### config.mk
export PLATFORM = sky130hd
export DESIGN_NAME = sync_timing_generator
export DESIGN_NICKNAME = d
export VERILOG_FILES = /design/src/rtl/sync_timing_generator_pkg.sv /design/src/rtl/sync_timing_generator_wrap_counter.sv /design/src/rtl/sync_timing_generator.sv
export SDC_FILE = /design/constraint.sdc
export NUM_CORES = 1
export LEC_CHECK = 0
export CAP_MARGIN = 20
export CORE_ASPECT_RATIO = 1.2
export CORE_MARGIN = 2
export CORE_UTILIZATION = 43
export DETAILED_ROUTE_END_ITERATION = 16
export HOLD_SLACK_MARGIN = 0.06
export PLACE_DENSITY = 0.76
export SLEW_MARGIN = 15
export SYNTH_ARGS = -nofsm -noshare
export SYNTH_HDL_FRONTEND = slang
export SYNTH_SLANG_ARGS = --single-unit
### constraint.sdc
create_clock -name control_clock -period 1.9 [get_ports control_clock]
set_clock_uncertainty 0.15 [all_clocks]
set_input_delay 0.475 -clock control_clock [delete_from_list [all_inputs] [get_ports control_clock]]
set_output_delay 0.475 -clock control_clock [all_outputs]
set_load 0.01 [all_outputs]
### src/rtl/sync_timing_generator_pkg.sv
// Shared timing constants for the 640x480@60 display mode and the period-length helper.
package sync_timing_generator_pkg;

    function automatic int calc_total(input int active, input int front_porch,
                                      input int sync_width, input int back_porch);
        return active + front_porch + sync_width + back_porch;
    endfunction

    localparam int H_ACTIVE      = 640;
    localparam int H_FRONT_PORCH = 16;
    localparam int H_SYNC_WIDTH  = 96;
    localparam int H_BACK_PORCH  = 48;
    localparam int H_TOTAL       = calc_total(H_ACTIVE, H_FRONT_PORCH, H_SYNC_WIDTH, H_BACK_PORCH);

    localparam int V_ACTIVE      = 480;
    localparam int V_FRONT_PORCH = 10;
    localparam int V_SYNC_WIDTH  = 2;
    localparam int V_BACK_PORCH  = 33;
    localparam int V_TOTAL       = calc_total(V_ACTIVE, V_FRONT_PORCH, V_SYNC_WIDTH, V_BACK_PORCH);

endpackage

### src/rtl/sync_timing_generator_wrap_counter.sv
// Position counter 0..TOTAL-1 with enable, restart (dominant) and a registered wrap pulse.
// The combinational next value is exported so the owner can register decodes in lockstep.
module wrap_counter #(
    parameter int COUNTER_WIDTH = 11,
    parameter int TOTAL         = 800
) (
    input  logic                     control_clock,
    input  logic                     reset_n,
    input  logic                     enable,
    input  logic                     restart,
    output logic [COUNTER_WIDTH-1:0] count,
    output logic [COUNTER_WIDTH-1:0] count_next,
    output logic                     wrap_pulse
);

    localparam logic [COUNTER_WIDTH-1:0] TERMINAL = COUNTER_WIDTH'(TOTAL - 1);
    localparam logic [COUNTER_WIDTH-1:0] ONE      = COUNTER_WIDTH'(1);

    logic at_terminal;

    assign at_terminal = (count == TERMINAL);

    always_comb begin
        count_next = count;
        if (restart) begin
            count_next = '0;
        end else if (enable) begin
            count_next = at_terminal ? '0 : count + ONE;
        end
    end

    always_ff @(posedge control_clock or negedge reset_n) begin
        if (!reset_n) begin
            count      <= '0;
            wrap_pulse <= 1'b0;
        end else begin
            count      <= count_next;
            wrap_pulse <= enable && !restart && at_terminal;
        end
    end

endmodule

### src/rtl/sync_timing_generator.sv
// One axis of a display timing generator: position counter plus registered active/sync decode.
// Horizontal and vertical axes cascade by feeding horizontal period_end into vertical enable.
module sync_timing_generator
    import sync_timing_generator_pkg::*;
#(
    parameter int ACTIVE           = H_ACTIVE,
    parameter int FRONT_PORCH      = H_FRONT_PORCH,
    parameter int SYNC_WIDTH       = H_SYNC_WIDTH,
    parameter int BACK_PORCH       = H_BACK_PORCH,
    parameter int COUNTER_WIDTH    = 11,
    parameter int SYNC_ACTIVE_HIGH = 0
) (
    input  logic                     control_clock,
    input  logic                     reset_n,
    input  logic                     enable,
    input  logic                     restart,
    output logic [COUNTER_WIDTH-1:0] counter_out,
    output logic                     sync,
    output logic                     active,
    output logic                     period_end
);

    localparam int   TOTAL      = calc_total(ACTIVE, FRONT_PORCH, SYNC_WIDTH, BACK_PORCH);
    localparam int   SYNC_START = ACTIVE + FRONT_PORCH;
    localparam int   SYNC_END   = SYNC_START + SYNC_WIDTH;
    localparam logic SYNC_IDLE  = (SYNC_ACTIVE_HIGH == 0);

    if (TOTAL == 0 || (64'd1 << COUNTER_WIDTH) < 64'(TOTAL)) begin : g_bad_params
        $error("sync_timing_generator: TOTAL=%0d is zero or does not fit in %0d bits",
               TOTAL, COUNTER_WIDTH);
    end

    logic [COUNTER_WIDTH-1:0] next_count;

    wrap_counter #(
        .COUNTER_WIDTH (COUNTER_WIDTH),
        .TOTAL         (TOTAL)
    ) u_counter (
        .control_clock (control_clock),
        .reset_n       (reset_n),
        .enable        (enable),
        .restart       (restart),
        .count         (counter_out),
        .count_next    (next_count),
        .wrap_pulse    (period_end)
    );

    function automatic logic decode_active(input logic [COUNTER_WIDTH-1:0] pos);
        return 32'(pos) < ACTIVE;
    endfunction

    // Empty sync window (SYNC_WIDTH=0) never matches, so sync stays at its idle level.
    function automatic logic decode_sync(input logic [COUNTER_WIDTH-1:0] pos);
        logic in_window;
        in_window = (32'(pos) >= SYNC_START) && (32'(pos) < SYNC_END);
        return SYNC_IDLE ? !in_window : in_window;
    endfunction

    // Decoding the next count keeps active/sync aligned with counter_out in every cycle.
    always_ff @(posedge control_clock or negedge reset_n) begin
        if (!reset_n) begin
            active <= (ACTIVE > 0);
            sync   <= SYNC_IDLE;
        end else begin
            active <= decode_active(next_count);
            sync   <= decode_sync(next_count);
        end
    end

endmodule
==> impl_metrics.tcl, run 1 <==
set metrics [dict create \
    status "completed" \
    avgSynthCellArea_sq_um 10.15 \
    antenna_found_initial 0 \
    critPathBufInv 1 \
    core_sq_um 1787 \
    crit_path_top_delay_cell "clkdlybuf4s50_1" \
    syn-instance-count 78 \
    use_met3 0.02120 \
    grtUsageMet2 0.3259 \
    fin_setup_tns_ps 0 \
    p_comb_frac 0.102 \
    crit_required_ps 1270 \
    cp_max_fo 6 \
    dr.pass1.iters 4 \
    vias 717 \
    rsz0062_at_grt "true" \
    finalSetupViolations 0 \
    vdd_ir_drop_max_uv 482.1 \
    critPathKind "reg2out" \
    cts-root-buf "clkbuf_4" \
    swShare 0.2216 \
    seq_area_frac_synth 0.4455 \
    max_cap_violations 0 \
    rows 17 \
    p_clk_frac 0.370 \
    cp_slowest_stage_delay_ps 550 \
    cts_sinks 14 \
    worstMarginPinSlew_ps 297.6 \
    pwr_density_cell_nw_per_um2 484.8 \
    start_kind "flip-flop" \
    crit_path_cell_trace "clkdlybuf4s50_1" \
    wire_per_inst_microns 13.01 \
    p_leak_nw 0.5448 \
    cts_buffers 3 \
    h-tree-depth 1 \
    grt_pass1_vias 718 \
    ioPinCount 18 \
    drtIter0Drc 3 \
    grt.total_usage 0.1912 \
    placed_area_sq_um 1079 \
    ys_seq_elements 14 \
    fin_crit_ps 1871 \
    nets 126 \
    syn2layout_area_growth_pct 50.39 \
    synth_cell_types 34 \
    start_util 0.4433 \
    num_antenna_cells 0 \
    r2r_start "u_counter.count[1]" \
    slew_violations 0 \
    cp-startpoint "u_counter.count[9]" \
    cts_tree "done" \
    hp-class "in2async" \
    p_int_w 0.0004495 \
    ctsHoldBuffers 0 \
    numPortBuffers 17 \
    die_w_microns 43.18 \
    slew-limit-headroom 0.7998 \
    wl_microns 1808 \
    hold_viol 0 \
    power.share.sequential 0.528 \
    clkTransAtPathRegs_ps 90 \
    post-route-period-util 0.9849 \
    grt-ovfl-total 0 \
    die_area_sq_um 2202 \
    arrival_ps 1250 \
    p_switching_w 0.0001280 \
    syn_nets 83 \
    grt_max_degree 15 \
    die_h_microns 51.01 \
    syn-cell-area_sq_um 792.0 \
    hpwl_microns 1269 \
    busiest_layer "met2" \
    fin_area_sq_um 1191 \
    drc 0 \
    gp_routability_congestion 0.7893 \
    grt_use_met1 0.2416 \
    fmax_mhz 534.4 \
    yosysWarnings 0 \
    worstSetupEndpointType "primary output" \
    ant_nets 0 \
    viasPerCell 5.158 \
    worst_skew_pair.late_latency_ps 280 \
    grt_pass1_wl_microns 3167 \
    cts.path.max_buffers 2 \
    path_delay_family "buffers and inverters" \
    drive_gt1_frac 0.3500 \
]
-- layout by cell type (no fill, tap or decap), types with 2 or more instances in the layout --
| cell type | n |
|---|---|
| nand2_1 | 5 |
| buf_4 | 23 |
| a21oi_1 | 2 |
| clkbuf_4 | 3 |
| dfstp_2 | 2 |
| nor2b_1 | 3 |
| and3_1 | 2 |
| dlygate4sd2_1 | 7 |
| xor2_1 | 3 |
| clkdlybuf4s50_1 | 9 |
| xnor2_1 | 6 |
| dfrtp_2 | 2 |
| nand3_1 | 6 |
| nor2_1 | 12 |
| dfrtp_1 | 10 |
-- power by group through the flow --
stage	sequential (W)	clock, W	combinational, W
finish	0.000305	0.000214	0.0000588
global route	0.000306	0.000231	0.0000662
CTS	0.000305	0.000220	0.0000570
detailed placement	0.000311	0	0.0000603
global placement	0.000311	0	0.0000593
floorplan	0.000316	0	0.0000189
-- synth_stat cells, drive strengths merged --
| cell type | number | share of area |
|---|---|---|
| nor2 | 13 | 0.065 |
| nand3 | 7 | 0.051 |
| nor4 | 2 | 0.024 |
| a32oi | 1 | 0.011 |
| xnor2 | 6 | 0.066 |
| nand4 | 1 | 0.0079 |
| a21oi | 2 | 0.013 |
| o2111ai | 1 | 0.019 |
| mux2 | 2 | 0.033 |
| nor3 | 2 | 0.019 |
| and2 | 1 | 0.0079 |
| or4b | 1 | 0.013 |
| nor2b | 3 | 0.024 |
| xor2 | 3 | 0.033 |
| a31o | 1 | 0.011 |
| or2 | 1 | 0.0079 |
| o21ai | 1 | 0.0063 |
| and3 | 2 | 0.016 |
| o211ai | 1 | 0.0095 |
| dfstp | 2 | 0.066 |
| buf | 3 | 0.038 |
| mux2i | 1 | 0.013 |
| o311a | 1 | 0.013 |
| ha | 1 | 0.016 |
| o311ai | 1 | 0.011 |
| dfrtp | 12 | 0.38 |
| inv | 1 | 0.0047 |
| nand2 | 5 | 0.024 |
-- final timing paths --
check | end | slack (ps) | depth (start not counted)
min reg2reg | u_counter.count[9] | 460 | 2
max in group asynchronous | active | 1010 | 2
min in group control_clock | u_counter.count[2] | 390 | 3
min | u_counter.count[3] | 350 | 2
max | counter_out[9] | 30 | 1
max reg2reg | sync | 60 | 6
-- stage by stage --
step,hold slack (ps),total power [W],cells,utilization,setup WS (ps)
6_report,350.6,0.0005774,139,0.6667,28.68
5_1_grt,362.3,0.0006032,139,0.6667,-20.72
4_1_cts,350.4,0.0005819,135,0.6415,1.027
3_5_place_dp,455.2,0.0003715,127,0.6036,-429.0
3_3_place_gp,451.9,0.0003702,127,0.6036,-368.1
2_1_floorplan,29.41,0.0003345,78,-,17.48
-- cell type report --
| type | count | area [sq um] |
|---|---|---|
| tap | 19 | 23.77 |
| multi-input combinational | 60 | 415.4 |
| sequential | 14 | 355.3 |
| clock buffer | 4 | 36.28 |
| fill | 148 | 595.6 |
| timing repair buffer | 41 | 356.6 |
| inverter | 1 | 3.754 |
-- registers in the layout, summed over array words and instances (netlist names) --
name                  count
active                    1
u_counter.count          11
sync                      1
u_counter.wrap_pulse      1
-- worst register-to-register path: cells and delay by family, from the launching register on --
kind,cells,cell delay [ps]
and+or+nand+nor,1,90
muxes,2,590
DFF,1,390
AOI/OAI and AO/OA,2,320
adders and majority gates,1,200
-- repair_timing --
item | CTS | global route
resized for setup | 10 | 1
pin swaps | 0 | 3
hold endpoints to repair | 0 | 0
endpoints found under the setup margin | 12 | 4
setup buffers | 4 | 4
-- routing by layer --
metal,vias to the layer above,part of all wire
li1,359,-
met1,340,0.47
met2,14,0.49
met3,4,0.031
met4,0,0.013
met5,-,0
-- logic make-up after synthesis --
logic type | share of synthesized area
muxes | 0.04581
and+or+nand+nor | 0.2575
AOI/OAI and AO/OA | 0.09321
adders and majority gates | 0.01580
DFF | 0.4455
buffers and inverters | 0.04265
xor gates and xnor gates | 0.09953
Power figures use the tool's default switching activity.
==> run 2: changes to the inputs <==
Settings changed: CAP_MARGIN 20 to default, SLEW_MARGIN 15 to 20.
==> results of run 2 <==
No change in the layout: final DEF, timing and power equal those of run 1.
